[src/rtl/mem_access.sv]
// Memory-access stage of the RV32I pipeline: runs loads/stores over a req/ack
// data port with wait states and a bus timeout, and produces the MEM/WB registers.
module mem_access #(
    parameter int MAX_WAIT = 15,
    parameter int CNT_W    = 8
) (
    input  logic        clk,
    input  logic        rst,
    input  logic        keep,
    input  logic        nop,
    input  logic [31:0] ALU_co_pype,
    input  logic [31:0] read_data2_pype2,
    input  logic [31:0] PCp4_pype2,
    input  logic [4:0]  WReg_pype2,
    input  logic [2:0]  writeback_control_pype2,
    input  logic [1:0]  MemRW_pype2,
    input  logic [1:0]  dsize_pype2,
    input  logic [2:0]  funct3_pype2,
    input  logic        d_ack,
    input  logic [31:0] d_rdata,
    output logic        d_req,
    output logic        d_we,
    output logic [31:0] d_addr,
    output logic [3:0]  d_be,
    output logic [31:0] d_wdata,
    output logic        mem_stall,
    output logic [31:0] wb_data_pype3,
    output logic [31:0] PCp4_pype3,
    output logic [4:0]  WReg_pype3,
    output logic [2:0]  writeback_control_pype3,
    output logic        misalign_pype3,
    output logic        bus_err_pype3
);

    typedef enum logic [1:0] {IDLE, BUSY, HOLD} state_t;

    typedef struct packed {
        logic [31:0] wb_data;
        logic [31:0] pcp4;
        logic [4:0]  wreg;
        logic [2:0]  wbc;
        logic        misalign;
        logic        bus_err;
    } memwb_t;

    state_t           r_state;
    logic [CNT_W-1:0] r_cnt;
    memwb_t           r_memwb;
    memwb_t           r_buf;
    memwb_t           w_rec;

    logic        w_memop;
    logic        w_misalign;
    logic        w_busy;
    logic        w_at_limit;
    logic        w_done;
    logic        w_timeout;
    logic [1:0]  w_lane;
    logic [7:0]  w_byte;
    logic [15:0] w_half;
    logic [31:0] w_load;

    assign w_lane     = ALU_co_pype[1:0];
    assign w_memop    = |MemRW_pype2;
    assign w_misalign = (dsize_pype2 == 2'b01 && w_lane[0]) ||
                        (dsize_pype2 == 2'b10 && w_lane != 2'b00);
    assign w_busy     = (r_state == BUSY);
    assign w_at_limit = (r_cnt == CNT_W'(MAX_WAIT));
    // Once the wait budget is spent the request is withdrawn, so a late ack is meaningless.
    assign w_done     = w_busy && !w_at_limit && d_ack;
    assign w_timeout  = w_busy && w_at_limit;

    assign d_req   = w_busy && !w_at_limit;
    assign d_we    = d_req && MemRW_pype2[0];
    assign d_addr  = w_busy ? {ALU_co_pype[31:2], 2'b00} : 32'h0;
    assign d_wdata = w_busy ? (read_data2_pype2 << {w_lane, 3'b000}) : 32'h0;

    always_comb begin
        // NOTE: every combinational output gets a default first so no latch is inferred.
        d_be = 4'b0000;
        if (w_busy) begin
            case (dsize_pype2)
                2'b00:   d_be = 4'b0001 << w_lane;
                2'b01:   d_be = 4'b0011 << {w_lane[1], 1'b0};
                default: d_be = 4'b1111;
            endcase
        end
    end

    always_comb begin
        mem_stall = 1'b0;
        if (rst) begin
            case (r_state)
                IDLE:    mem_stall = !keep && !nop && w_memop && !w_misalign;
                BUSY:    mem_stall = !w_done && !w_timeout;
                HOLD:    mem_stall = keep;
                default: mem_stall = 1'b0;
            endcase
        end
    end

    assign w_byte = d_rdata[{w_lane, 3'b000} +: 8];
    assign w_half = w_lane[1] ? d_rdata[31:16] : d_rdata[15:0];

    always_comb begin
        case (funct3_pype2)
            3'b000:  w_load = {{24{w_byte[7]}}, w_byte};
            3'b001:  w_load = {{16{w_half[15]}}, w_half};
            3'b100:  w_load = {24'h0, w_byte};
            3'b101:  w_load = {16'h0, w_half};
            default: w_load = d_rdata;
        endcase
    end

    // Record that would enter MEM/WB this cycle, for whichever path is active.
    always_comb begin
        w_rec.wb_data  = ALU_co_pype;
        w_rec.pcp4     = PCp4_pype2;
        w_rec.wreg     = WReg_pype2;
        w_rec.wbc      = writeback_control_pype2;
        w_rec.misalign = 1'b0;
        w_rec.bus_err  = 1'b0;
        if (w_busy) begin
            if (w_timeout) begin
                w_rec.wbc     = 3'b000;
                w_rec.bus_err = 1'b1;
            end else if (MemRW_pype2[1]) begin
                w_rec.wb_data = w_load;
            end
        end else if (w_memop && w_misalign) begin
            w_rec.wbc      = 3'b000;
            w_rec.wreg     = 5'd0;
            w_rec.misalign = 1'b1;
        end
    end

    // NOTE: state registers use non-blocking assignments so every flop samples pre-edge values.
    always_ff @(posedge clk or negedge rst) begin
        if (!rst) begin
            r_state <= IDLE;
            r_cnt   <= '0;
            r_memwb <= '0;
            r_buf   <= '0;
        end else begin
            case (r_state)
                IDLE: begin
                    if (!keep) begin
                        if (nop) begin
                            r_memwb <= '0;
                        end else if (!w_memop || w_misalign) begin
                            r_memwb <= w_rec;
                        end else begin
                            r_state <= BUSY;
                            r_cnt   <= '0;
                        end
                    end
                end
                BUSY: begin
                    if (w_done || w_timeout) begin
                        if (keep) begin
                            r_buf   <= w_rec;
                            r_state <= HOLD;
                        end else begin
                            r_memwb <= w_rec;
                            r_state <= IDLE;
                        end
                    end else begin
                        r_cnt <= r_cnt + 1'b1;
                    end
                end
                HOLD: begin
                    if (!keep) begin
                        r_memwb <= r_buf;
                        r_state <= IDLE;
                    end
                end
                default: r_state <= IDLE;
            endcase
        end
    end

    assign wb_data_pype3           = r_memwb.wb_data;
    assign PCp4_pype3              = r_memwb.pcp4;
    assign WReg_pype3              = r_memwb.wreg;
    assign writeback_control_pype3 = r_memwb.wbc;
    assign misalign_pype3          = r_memwb.misalign;
    assign bus_err_pype3           = r_memwb.bus_err;

endmodule
[config.mk]
export PLATFORM = sky130hd
export DESIGN_NAME = mem_access
export DESIGN_NICKNAME = d
export VERILOG_FILES = /design/src/rtl/mem_access.sv
export SDC_FILE = /design/constraint.sdc
export NUM_CORES = 1
export LEC_CHECK = 0
export CORE_ASPECT_RATIO = 2
export CORE_MARGIN = 2
export CORE_UTILIZATION = 45
export DETAILED_ROUTE_END_ITERATION = 6
export PLACE_DENSITY = 0.76
export SYNTH_ARGS = -nofsm -noshare
export SYNTH_HDL_FRONTEND = slang
export SYNTH_SLANG_ARGS = --single-unit
[constraint.sdc]
create_clock -name clk -period 2.9 [get_ports clk]
set_input_delay 0.29 -clock clk [delete_from_list [all_inputs] [get_ports clk]]
set_output_delay 0.29 -clock clk [all_outputs]
set_load 0.005 [all_outputs]
# [Yosys cells after proc, flatten, opt, wreduce, memory -nomap -nowiden]
# Cells that the tools add are included.
[totals] register_bits=158 inputBits=148 elab_cells=104
[op_classes] addsub=1 n_eq_ne=16 shifts=4 mux=37 reduce_logical=32
[ops] operator="$mux W74" n=6
[ops] operator="$pmux W74 S3" n=1
[ops] operator="$mux W32" n=5
[ops] operator="$pmux W32 S4" n=1
[ops] operator="$mux W8" n=4
[ops] operator="$shiftx A32 B6 Y8" n=1
[ops] operator="$shl A32 B5 Y32" n=1
[ops] operator="$mux W16" n=1
[ops] operator="$pmux W8 S2" n=1
[ops] operator="$mux W2" n=6
[ops] operator="$ne A2 B2 Y1 const B" n=6
[ops] operator="$logic_and A1 B1 Y1" n=11
[ops] operator="$reduce_and A5 Y1" n=2
[ops] operator="$mux W9" n=1
[ops] operator="$add A8 B1 Y8 const B" n=1
[ops] operator="$eq A8 B4 Y1 const B" n=1
[ops] operator="$pmux W4 S2" n=1
[ops] operator="$logic_not A1 Y1" n=7
[ops] operator="$eq A3 B3 Y1 const B" n=2
[ops] operator="$mux W3" n=2
[ops] operator="$pmux W2 S3" n=1
[ops] operator="$reduce_and A6 Y1" n=1
[ops] operator="$mux W5" n=1
[ops] operator="$eq A2 B1 Y1 const B" n=2
[ops] operator="other kinds (16)" n=24

# [Longest topological paths before layout]
[logic_depth] ltp_word=10 ltp_mapped=10 mapped_depth_nobuf=7

# [Least setup slack after synthesis]
# No wires, ideal clock.
[synth_path] kind="reg2reg" startpoint="reg r_state[1]" endpoint="reg r_memwb (netlist bit wb_data_pype3[1])" setup_ns=0.082 arrival_time_ns=2.093 required_ns=2.818 slack_ns=0.726 path_stages_with_launch=10 n_path_buf=4 synth_period_minus_slack_ns=2.174 cell_sequence="dfrtp_1 -> inv_1 -> ha_1 -> clkbuf_1 -> and2_1 -> clkbuf_1 -> clkbuf_1 -> clkbuf_1 -> nand2_1 -> a31oi_1"
[synth_via] elab_chain_cells=8 word_cells_on_any_way=22 classes_between="eq/ne (7); mux (8); reduce/logical (7)"
[synth_rtl] item="start, declared" line_no="46" rtl="state_t r_state;"
[synth_rtl] item="start signal, assigned" line_no="140" rtl="r_state <= IDLE;"
[synth_rtl] item="start signal, assigned" line_no="153" rtl="r_state <= BUSY;"
[synth_rtl] item="start signal, assigned" line_no="162" rtl="r_state <= HOLD;"
[synth_rtl] item="$eq A2 B1 Y1" line_no="67, 145"
[synth_rtl] item="$logic_and A1 B1 Y1" line_no="71" rtl="assign w_timeout = w_busy && w_at_limit;"
[synth_rtl] item="$mux W32" line_no="124" rtl="if (w_timeout) begin"
[synth_rtl] item="$mux W32" line_no="123" rtl="if (w_busy) begin"
[synth_rtl] item="$mux W74" line_no="150" rtl="end else if (!w_memop || w_misalign) begin"
[synth_rtl] item="$mux W74" line_no="148" rtl="if (nop) begin"
[synth_rtl] item="$mux W74" line_no="147" rtl="if (!keep) begin"
[synth_rtl] item="$pmux W74 S3" line_no="145" rtl="case (r_state)"
[synth_rtl] item="end signal, assigned" line_no="151" rtl="r_memwb <= w_rec;"
[synth_rtl] item="end signal, assigned" line_no="164" rtl="r_memwb <= w_rec;"
[synth_rtl] item="end signal, assigned" line_no="173" rtl="r_memwb <= r_buf;"
[synth_rtl] item="end, declared" line_no="48" rtl="memwb_t r_memwb;"
# Several ways; a longest one is shown, not always the timed one. The select of a mux whose other input is x is not followed.
# A chain may end at the register's enable or synchronous reset.

# [Worst setup path in the final report]
[layout_path] startpoint="reg r_cnt[0]" endpoint="out mem_stall"
[layout_via] elab_chain_cells=8 word_cells_on_any_way=10 classes_between="eq/ne (1); mux (2); reduce/logical (7)"
[layout_rtl] item="start, declared" line_no="47" rtl="logic [CNT_W-1:0] r_cnt;"
[layout_rtl] item="start signal, assigned" line_no="168" rtl="r_cnt <= r_cnt + 1'b1;"
[layout_rtl] item="$eq A8 B4 Y1 *" line_no="68" rtl="assign w_at_limit = (r_cnt == CNT_W'(MAX_WAIT));"
[layout_rtl] item="$logic_not A1 Y1" line_no="70" rtl="assign w_done = w_busy && !w_at_limit && d_ack;"
[layout_rtl] item="$logic_and A1 B1 Y1 (2 in series)" line_no="70"
[layout_rtl] item="$logic_not A1 Y1" line_no="95" rtl="BUSY: mem_stall = !w_done && !w_timeout;"
[layout_rtl] item="$logic_and A1 B1 Y1 *" line_no="95"
[layout_rtl] item="$pmux W1 S3 *" line_no="93" rtl="case (r_state)"
[layout_rtl] item="$mux W1 *" line_no="92" rtl="if (rst) begin"
[layout_rtl] item="end, declared" line_no="26" rtl="output logic mem_stall,"
# Mark *: on every way between the ends. The rest lies on a longest branch, timed or not.

==> metrics.txt <==
synth warn 0; fin util 65.9%; peak supply drop 0.000497 V; GRT Overall Usage 29.1%; largest family of logic cells by synthesized area compound AO/OA/AOI/OAI gates; wire length per cell 19.5 um; Worst-path clk slew 0.07 ns; Hold Violations, Final 11; average size of a mapped cell 8.56 um^2; Post-Synth Simple-Gate Area 20.0%; pin count of the biggest net entering global routing 159; Design Area, Final 13,000 um^2; Seq/Total Area, Yosys 43.8%; failing checks negative hold slack; GPL Wtd Cong 0.898; commonest non-fill, non-tap cell in the layout clkdlybuf4s50_1; core box area 19,700 um^2; placed standard-cell area 12,300 um^2; Pwr per Cell Area 908 nW/um^2; first-pass GRT wire length 49,000 um; Crit path arrival time 2.50 ns; Hold Path Class in -> async; Rows 73; filler instances 1,678; Die Area 21,300 um^2; Setup CP Type reg -> out; Port Buffers 290; vias 9,319; Die Width 104 um; status finished, violations left; crit-path cells ha_2 -> and3_4 -> a211oi_4 -> a21o_1 -> a21oi_1 -> nor3b_2 -> clkdlybuf4s50_1; worst clock skew 0.00952 ns; DR pass1 iterations 6; Comb pwr share 47.8%; crit path launch type flop; top area cells in the synthesized netlist dfrtp_1 (44%), nand2_1 (8.2%), a21oi_1 (6.9%); clock latency at the later pin of the worst-skew pair 0.43 ns; Slew headroom 39.8%; Post-Route WL 31,200 um; Tmin final 2.79 ns; initial antenna violation count 1; Max clock buf depth 2; Initial Utilization 45.7%; Async S/R FF share, synth 100%; Min Hold Slack -0.0220 ns; Root Driver clkbuf_16; Slew Limit Fails 0; Sink Count 158; Slew @ Worst Pin 0.903 ns; Final period util 96.2%; CP required 2.61 ns; CTS tree done; Synth Register Bits 158; adder-cell share of the synthesized area 0.694%; most frequent cells in the layout clkdlybuf4s50_1 (287), nand2_1 (196), dfrtp_1 (158), a21oi_1 (123), nor2_1 (57); Post-DRT Antenna Nets 0; number of global-route vias before repair 9,279; Initial DRC Count 438; Die Y 204 um; switch share 37.2%; LEAKAGE 5.52 nW; Primary FF master, synth dfrtp_1; FMAX 359 MHz; # setup viols final 0; DR DRC count 0; clock power share 19.6%; r2r startpoint r_state[1]; multiplexer area fraction after synthesis 3.89%; max-capacitance violation count 0; XOR/XNOR share of the synthesized area 0.180%; CTS buffer count 17; RSZ-0062 raised after global routing false; fin nets 1,476; Critical Path Source r_cnt[0]; cell area after synthesis 9020 um^2; CP max stage cell clkdlybuf4s50_1; CTS H-tree lvls 4; Switch Pwr 4.39 mW; Detail Placement HPWL 22,100 um; Multi-input gate area 4650 um^2; CP Max Fanout 4; Worst setup EP type primary output; Post-synth EDFFs 0; Yosys cell types 57; num ports 293; GR Overflow Total 0; Reg power frac 32.6%; Seq. cell area 3950 um^2; vias per cell 5.83; Cells after Synth 1,053; layout cells sized above 1 9.81%; Crit path largest cell delay 0.55 ns; Synth Area in Compound Gates 25.9%; Area Overhead vs Synth 44.3%; P_int 7.42 mW; post-synth top area cell dfrtp_1; top cell type's share of synthesized area 43.8%
==> power groups by stage <==
stage               combinational [mW]  clock, mW  sequential (mW)
finish                            5.64       2.32             3.85
global route                      6.18       2.42             3.96
CTS                               5.64       2.35             3.84
detailed placement                5.58          0             3.87
global placement                  5.43          0             3.84
floorplan                         2.81          0             3.77
==> cells by family after synthesis <==
| group | Yosys count |
|---|---|
| simple gates | 381 |
| compound gates | 361 |
| flops | 158 |
| buf+inv | 114 |
| mux | 32 |
| fa+ha+maj | 5 |
| other cells | 1 |
| xor+xnor | 1 |
==> routing by layer <==
| metal | part of all wire [%] | up-vias | GRT usage (%) |
|---|---|---|---|
| met5 | 0 | - | 0 |
| met4 | 4.6 | 0 | 15.2 |
| met3 | 6.1 | 85 | 5.36 |
| met2 | 53 | 436 | 52.8 |
| met1 | 36 | 4495 | 32.1 |
| li1 | - | 4303 | - |
==> state kept, by name (all words and copies together), names as in the netlist <==
signal,cells
WReg_pype3,5
wb_data_pype3,32
r_cnt,8
r_state,2
r_buf,74
writeback_control_pype3,3
PCp4_pype3,32
misalign_pype3,1
bus_err_pype3,1
==> cells in the mapped netlist, types with 16 or more instances <==
master / n
o221ai_1: 16
a21oi_1: 125
and2_1: 44
nor2_1: 59
nand2_1: 196
buf_2: 20
a31oi_1: 21
a211oi_1: 26
dfrtp_1: 158
nor2b_1: 17
a22oi_1: 38
o21ai_0: 50
clkbuf_1: 60
inv_1: 16
mux2i_1: 17
==> timing repair <==
item,4_1_cts,5_1_grt
setup endpoints to repair,1,3
gates resized for setup,5,6
hold endpoints to repair,0,0
pin swaps,1,2
buffers inserted,2,3
hold buffers,0,0
==> stage by stage <==
stage / setup slack [ns] / power, mW / hold WS, ns / std cells / setup TNS [ns]
5_1_grt: 0.0140 / 12.6 / 0.0751 / 1599 / 0
3_5_place_dp: -0.0283 / 9.45 / 0.457 / 1562 / -0.0283
4_1_cts: -0.0238 / 11.8 / 0.0759 / 1596 / -0.0238
3_3_place_gp: -0.0337 / 9.27 / 0.450 / 1562 / -0.0337
2_1_floorplan: 0.726 / 6.59 / -0.00559 / 1054 / 0
6_report: 0.111 / 11.8 / -0.0220 / 1599 / 0
==> area by class of cell <==
| type | count | area share (%) |
|---|---|---|
| tap | 262 | 2.52 |
| antenna | 1 | 0.0192 |
| inverter | 17 | 0.500 |
| sequential | 158 | 30.4 |
| clock buffer | 18 | 3.38 |
| timing repair buffer | 347 | 26.1 |
| multi-input combinational | 782 | 35.8 |
| clock inverter | 14 | 1.29 |
==> path summary, 6_finish.rpt <==
kind	cells past startpoint	slack, ns	endpoint
max	7	0.11	mem_stall
min	2	-0.02	wb_data_pype3[24]
max reg2reg	9	0.22	wb_data_pype3[18]
min reg2reg	2	0.47	r_buf[7]
max in group asynchronous	2	2.20	wb_data_pype3[29]
min in group clk	3	0.28	r_buf[42]
==> critical path, delay by kind of cell, from the launching register on <==
kind	cells	cell delay, ns
flops	1	0.40
buf+inv	1	0.55
compound gates	3	0.45
fa+ha+maj	1	0.22
simple gates	2	0.46
Note: power is estimated with default switching activity, not from simulation.
